[config.mk]
export PLATFORM = sky130hd
export DESIGN_NAME = rv32_rf_alu
export DESIGN_NICKNAME = d
export VERILOG_FILES = /design/src/rtl/alu_pkg.sv /design/src/rtl/rv32_alu_core.sv /design/src/rtl/rv32_rf_alu.sv
export SDC_FILE = /design/constraint.sdc
export NUM_CORES = 2
export LEC_CHECK = 0
export CORE_AREA = 4 4 448 450
export CTS_CLUSTER_SIZE = 28
export DETAILED_ROUTE_END_ITERATION = 12
export DIE_AREA = 0 0 452 454
export PLACE_DENSITY = 0.56
export REMOVE_ABC_BUFFERS = 1
export SLEW_MARGIN = 10
export SYNTH_ARGS = -nofsm -noshare
export SYNTH_HDL_FRONTEND = slang
export SYNTH_SLANG_ARGS = --single-unit
[constraint.sdc]
create_clock -name CLK -period 44.1 [get_ports CLK]
set_clock_uncertainty 0.15 [all_clocks]
set_input_delay 6.615 -clock CLK [delete_from_list [all_inputs] [get_ports CLK]]
set_output_delay 6.615 -clock CLK [all_outputs]
set_load 0.01 [all_outputs]
[src/rtl/alu_pkg.sv]
// Shared constants for the RV32I register-file/ALU datapath:
// datapath width, register-index width and ALU opcodes.
package alu_pkg;

  localparam int XLEN  = 32;
  localparam int RIDXW = 5;

  localparam logic [4:0] IADD  = 5'd0;
  localparam logic [4:0] ISUB  = 5'd1;
  localparam logic [4:0] IAND  = 5'd2;
  localparam logic [4:0] IOR   = 5'd3;
  localparam logic [4:0] IXOR  = 5'd4;
  localparam logic [4:0] ISLL  = 5'd5;
  localparam logic [4:0] ISRL  = 5'd6;
  localparam logic [4:0] ISRA  = 5'd7;
  localparam logic [4:0] ISLT  = 5'd8;
  localparam logic [4:0] ISLTU = 5'd9;

endpackage

[src/rtl/rv32_alu_core.sv]
// Combinational RV32I integer ALU; undefined opcodes yield zero.
// Stateless: no clock or reset.
module rv32_alu_core
  import alu_pkg::*;
(
  input  logic [XLEN-1:0] a_i,
  input  logic [XLEN-1:0] b_i,
  input  logic [4:0]      op_i,
  output logic [XLEN-1:0] y_o,
  output logic            zero_o
);

  logic [4:0] shamt;

  assign shamt = b_i[4:0];

  always_comb begin
    y_o = '0;
    case (op_i)
      IADD:  y_o = a_i + b_i;
      ISUB:  y_o = a_i - b_i;
      IAND:  y_o = a_i & b_i;
      IOR:   y_o = a_i | b_i;
      IXOR:  y_o = a_i ^ b_i;
      ISLL:  y_o = a_i << shamt;
      ISRL:  y_o = a_i >> shamt;
      ISRA:  y_o = $unsigned($signed(a_i) >>> shamt);
      ISLT:  y_o = {31'b0, $signed(a_i) < $signed(b_i)};
      ISLTU: y_o = {31'b0, a_i < b_i};
      default: y_o = '0;
    endcase
  end

  assign zero_o = (y_o == '0);

endmodule

[src/rtl/rv32_rf_alu.sv]
// RV32I 32x32 register file (2R/1W, x0 hardwired) plus combinational ALU.
// Define RF_BYPASS_EN for same-cycle write-through to the read ports.
module rv32_rf_alu #(
  parameter int XLEN = 32,
  parameter int NREG = 32
) (
  input  logic                      CLK,
  input  logic                      RST,
  input  logic [alu_pkg::RIDXW-1:0] RNUM1,
  output logic [XLEN-1:0]           RDATA1,
  input  logic [alu_pkg::RIDXW-1:0] RNUM2,
  output logic [XLEN-1:0]           RDATA2,
  input  logic                      WE,
  input  logic [alu_pkg::RIDXW-1:0] WNUM,
  input  logic [XLEN-1:0]           WDATA,
  input  logic [XLEN-1:0]           A,
  input  logic [XLEN-1:0]           B,
  input  logic [4:0]                C,
  output logic [XLEN-1:0]           Y,
  output logic                      ZERO
);

  logic [XLEN-1:0] rf_q [NREG];
  logic            wr_en;

  assign wr_en = WE && (WNUM != '0);

  always_ff @(posedge CLK or posedge RST) begin
    if (RST) begin
      for (int i = 0; i < NREG; i++) rf_q[i] <= '0;
    end else if (wr_en) begin
      rf_q[WNUM] <= WDATA;
    end
  end

  always_comb begin
    RDATA1 = rf_q[RNUM1];
    RDATA2 = rf_q[RNUM2];
`ifdef RF_BYPASS_EN
    if (wr_en && RNUM1 == WNUM) RDATA1 = WDATA;
    if (wr_en && RNUM2 == WNUM) RDATA2 = WDATA;
`endif
    // reset forces zero even on a bypassed read
    if (RST || RNUM1 == '0) RDATA1 = '0;
    if (RST || RNUM2 == '0) RDATA2 = '0;
  end

  rv32_alu_core u_alu (
    .a_i    (A),
    .b_i    (B),
    .op_i   (C),
    .y_o    (Y),
    .zero_o (ZERO)
  );

endmodule

==> metrics.md <==
| Metric | Value |
|---|---|
| Final instance area | 72400 µm² |
| CP Max Fanout | 47 |
| Die Height | 454 µm |
| Net load switching power | 0.854 mW |
| Warnings from Yosys | 0 |
| Critical Path Sink Type | primary output |
| Achievable Freq | 0.0522 GHz |
| Logic pwr share | 0.243 |
| Worst-Margin Slew | 1.20 ns |
| Pre-CTS WS | 25.06 ns |
| RSZ-0062 raised after global routing | false |
| Clock power frac | 0.324 |
| Cells along the critical path | buf_4 > buf_4 > mux4_2 > nand2_1 > o21ai_1 > a221oi_1 > o221ai_1 > a2111oi_0 > nand4bb_1 > nor4b_2 > nand4_1 > nor4_1 > and4bb_1 > clkdlybuf4s50_1 |
| Die Area | 205000 µm² |
| DRC Markers | 0 |
| EDFF count, synth | 0 |
| Max reg flops | 1024 |
| Avg Inst Size Synth | 11.6 µm² |
| Filler instances | 19247 |
| Clock sinks | 1024 |
| Clock Path Buffers | 3 |
| Status | completed |
| Clock latency at the later pin of the worst-skew pair | 0.69 ns |
| Vias in the first global route | 49700 |
| Total power | 2.88 mW |
| Synth Flop Type | dfrtp_1 |
| Row count | 163 |
| M1 WL | 101 mm |
| Register bit total from synthesis | 1024 |
| Die outline width | 452 µm |
| Starting Density | 0.329 |
| Hold-critical path endpoint | rf_q[1012] |
| Most frequent cells in the layout | mux2_2, dfrtp_1, mux2i_1 |
| DP HPWL | 146 mm |
| Most frequent CP cell | buf_4 |
| Met3 WL | 14.9 mm |
| IO Port Bufs | 215 |
| CP max stage delay | 0.73 ns |
| Critical path class | input port to primary output |
| Post-layout min period | 19.16 ns |
| Area post-placement | 68900 µm² |
| Layout cell share with drive strength beyond 1 | 0.328 |
| Endpoints failing setup | 0 |
| Sw frac | 0.297 |
| Post-synthesis cell type count | 105 |
| Internal power | 2.02 mW |
| First-pass GRT wire length | 355 mm |
| Final Cycle Share | 0.434 |
| Final count of hold timing violations | 0 |
| Hold path start | rf_q[1012] |
| Power per cell area | 39.7 nW/µm² |
| WP buf/inv | 3 |
| Hold Path Class | flip-flop to flip-flop |
| Critical Path Source Type | input port |
| Post-CTS Setup Repair Bufs | 0 |
| Multi-input logic area | 36500 µm² |
| Max_cap viols | 0 |
| Antenna violations before repair | 14 |
| Hold path depth | 0 |
| Reg-to-reg endpoint | rf_q[979] |
| Slowest CP cell | a221oi_1 |
| Worst path required time | 37.33 ns |
| Pins Over Slew Limit | 0 |
| Most common cell after layout, fill and taps aside | mux2_2 |
| Final Net Count | 5657 |
| GRT Total Usage | 0.231 |
| Final GP Congestion | 0.977 |
| Setup WS post-layout | 24.94 ns |
| R2R Setup Slk | 43.15 ns |
| R2r startpoint | rf_q[979] |
| Met2 WL | 118 mm |
| Clock slew at reported path FFs | 0.06 ns |
| Pin count of the biggest net entering global routing | 159 |
| Layout overhead on the synthesized area | 12.0% |
| CTS buffer count | 103 |
| Post_cts resized | 0 |
| Root Driver | clkbuf_16 |
| WHS | 0.250 ns |
| Synth async-reset ratio | 1.00 |
| Leak Pwr | 30.8 nW |
| Top Metal Used | met5 |
| Post-Syn Instances | 5577 |
| Reg area | 25600 µm² |
| Core outline area | 197000 µm² |
| Maximum vdd drop | 29.1 µV |
| First-iteration detailed-routing DRC count | 4737 |
| WL/cell | 30.0 µm |
| Gr ovfl total | 0 |
| CTS tree | yes |
| DR pass1 iterations | 7 |
| Sequential area share after synthesis | 0.396 |
| Final WL | 245 mm |
| Reg power frac | 0.433 |
| Post-Syn Area | 64700 µm² |
| Post-route ant nets | 0 |
| Vias post-DR | 49316 |
| Ports | 216 |
| Hold buffers post-CTS | 0 |
| Htree depth | 3 |
| Largest regs | rf_q x1024 |
| Delay-heaviest family, CP | buffers and inverters |
| Vias per cell | 6.04 |
| Largest reg by FF count | rf_q |
| Relative slew slack | 0.195 |
| CP arrival | 12.39 ns |
| FF-to-FF path depth | 1 |
-- metrics by stage --
step	utilization	cells	TNS (ns)
after global routing	0.368	8159	0
after global placement	0.350	7974	0
final	0.368	8162	0
after floorplan	-	5010	-298.36
after CTS	0.368	8158	0
after detailed placement	0.350	7974	0
-- layout make-up --
cell class,instances,area share
multi-input cells,3881,0.504
well taps,2640,0.0456
repair buffers,324,0.0417
diodes,4,0.000138
clock buffers,139,0.0409
inverters,105,0.00554
clock inverters,45,0.00796
flip-flops and latches,1024,0.354
-- cell usage after synthesis (13+ instances only) --
library cell / number / area, µm²
mux2_2: 1144 / 12900
dfrtp_1: 1024 / 25600
mux2i_1: 436 / 4360
a21oi_1: 426 / 2130
clkbuf_1: 410 / 1540
mux4_2: 290 / 6530
nor2_1: 262 / 983
o21ai_0: 201 / 1010
nand2_1: 162 / 608
o221ai_1: 146 / 1280
o22ai_1: 137 / 857
buf_1: 112 / 420
inv_1: 103 / 387
nor3_1: 98 / 490
ha_1: 97 / 1210
nand3_1: 45 / 225
o211ai_1: 41 / 308
nand4_1: 24 / 150
a31oi_1: 23 / 144
a21o_1: 21 / 158
a211oi_1: 20 / 150
nor2b_1: 19 / 119
buf_2: 17 / 85.1
nor4_1: 13 / 81.3
-- worst max-delay path by stage --
stage | start | endpoint | slack, ns | cells after the start
final | B[0] | ZERO | 24.94 | 14
after global routing | B[4] | ZERO | 24.76 | 17
after CTS | B[0] | ZERO | 25.03 | 14
after detailed placement | B[0] | ZERO | 25.06 | 14
after global placement | B[0] | ZERO | 24.96 | 14
after floorplan | RST | RDATA1[0] | -4.66 | 3
-- kinds of logic (layout without fill, tap and decap cells) --
| kind of cell | count (synthesis) | count (layout) | synth area share |
|---|---|---|---|
| multiplexers | 1883 | 1883 | 0.373 |
| AO/OA/AOI/OAI | 1176 | 1176 | 0.116 |
| flip-flops | 1024 | 1024 | 0.396 |
| AND/OR/NAND/NOR | 709 | 709 | 0.0511 |
| buffers and inverters | 672 | 613 | 0.0432 |
| adder cells (fa/ha/maj) | 99 | 99 | 0.0194 |
| XOR/XNOR | 14 | 14 | 0.00190 |
| other | 0 | 4 | 0 |
-- power by group through the flow --
| stage | Clock [mW] | Sequential, mW | Combinational [mW] |
|---|---|---|---|
| 5_1_grt | 0.984 | 1.27 | 0.753 |
| 3_5_place_dp | 0 | 1.26 | 0.695 |
| 2_1_floorplan | 0 | 1.22 | 0.476 |
| 3_3_place_gp | 0 | 1.24 | 0.685 |
| 6_report | 0.932 | 1.25 | 0.700 |
| 4_1_cts | 0.949 | 1.24 | 0.697 |
-- layer usage --
layer	global-route usage	vias up
met5	0	-
met4	0.0945	8
met3	0.0308	466
met2	0.391	1942
met1	0.300	26013
li1	-	20887
No activity file was read; power rests on OpenSTA's default activity.
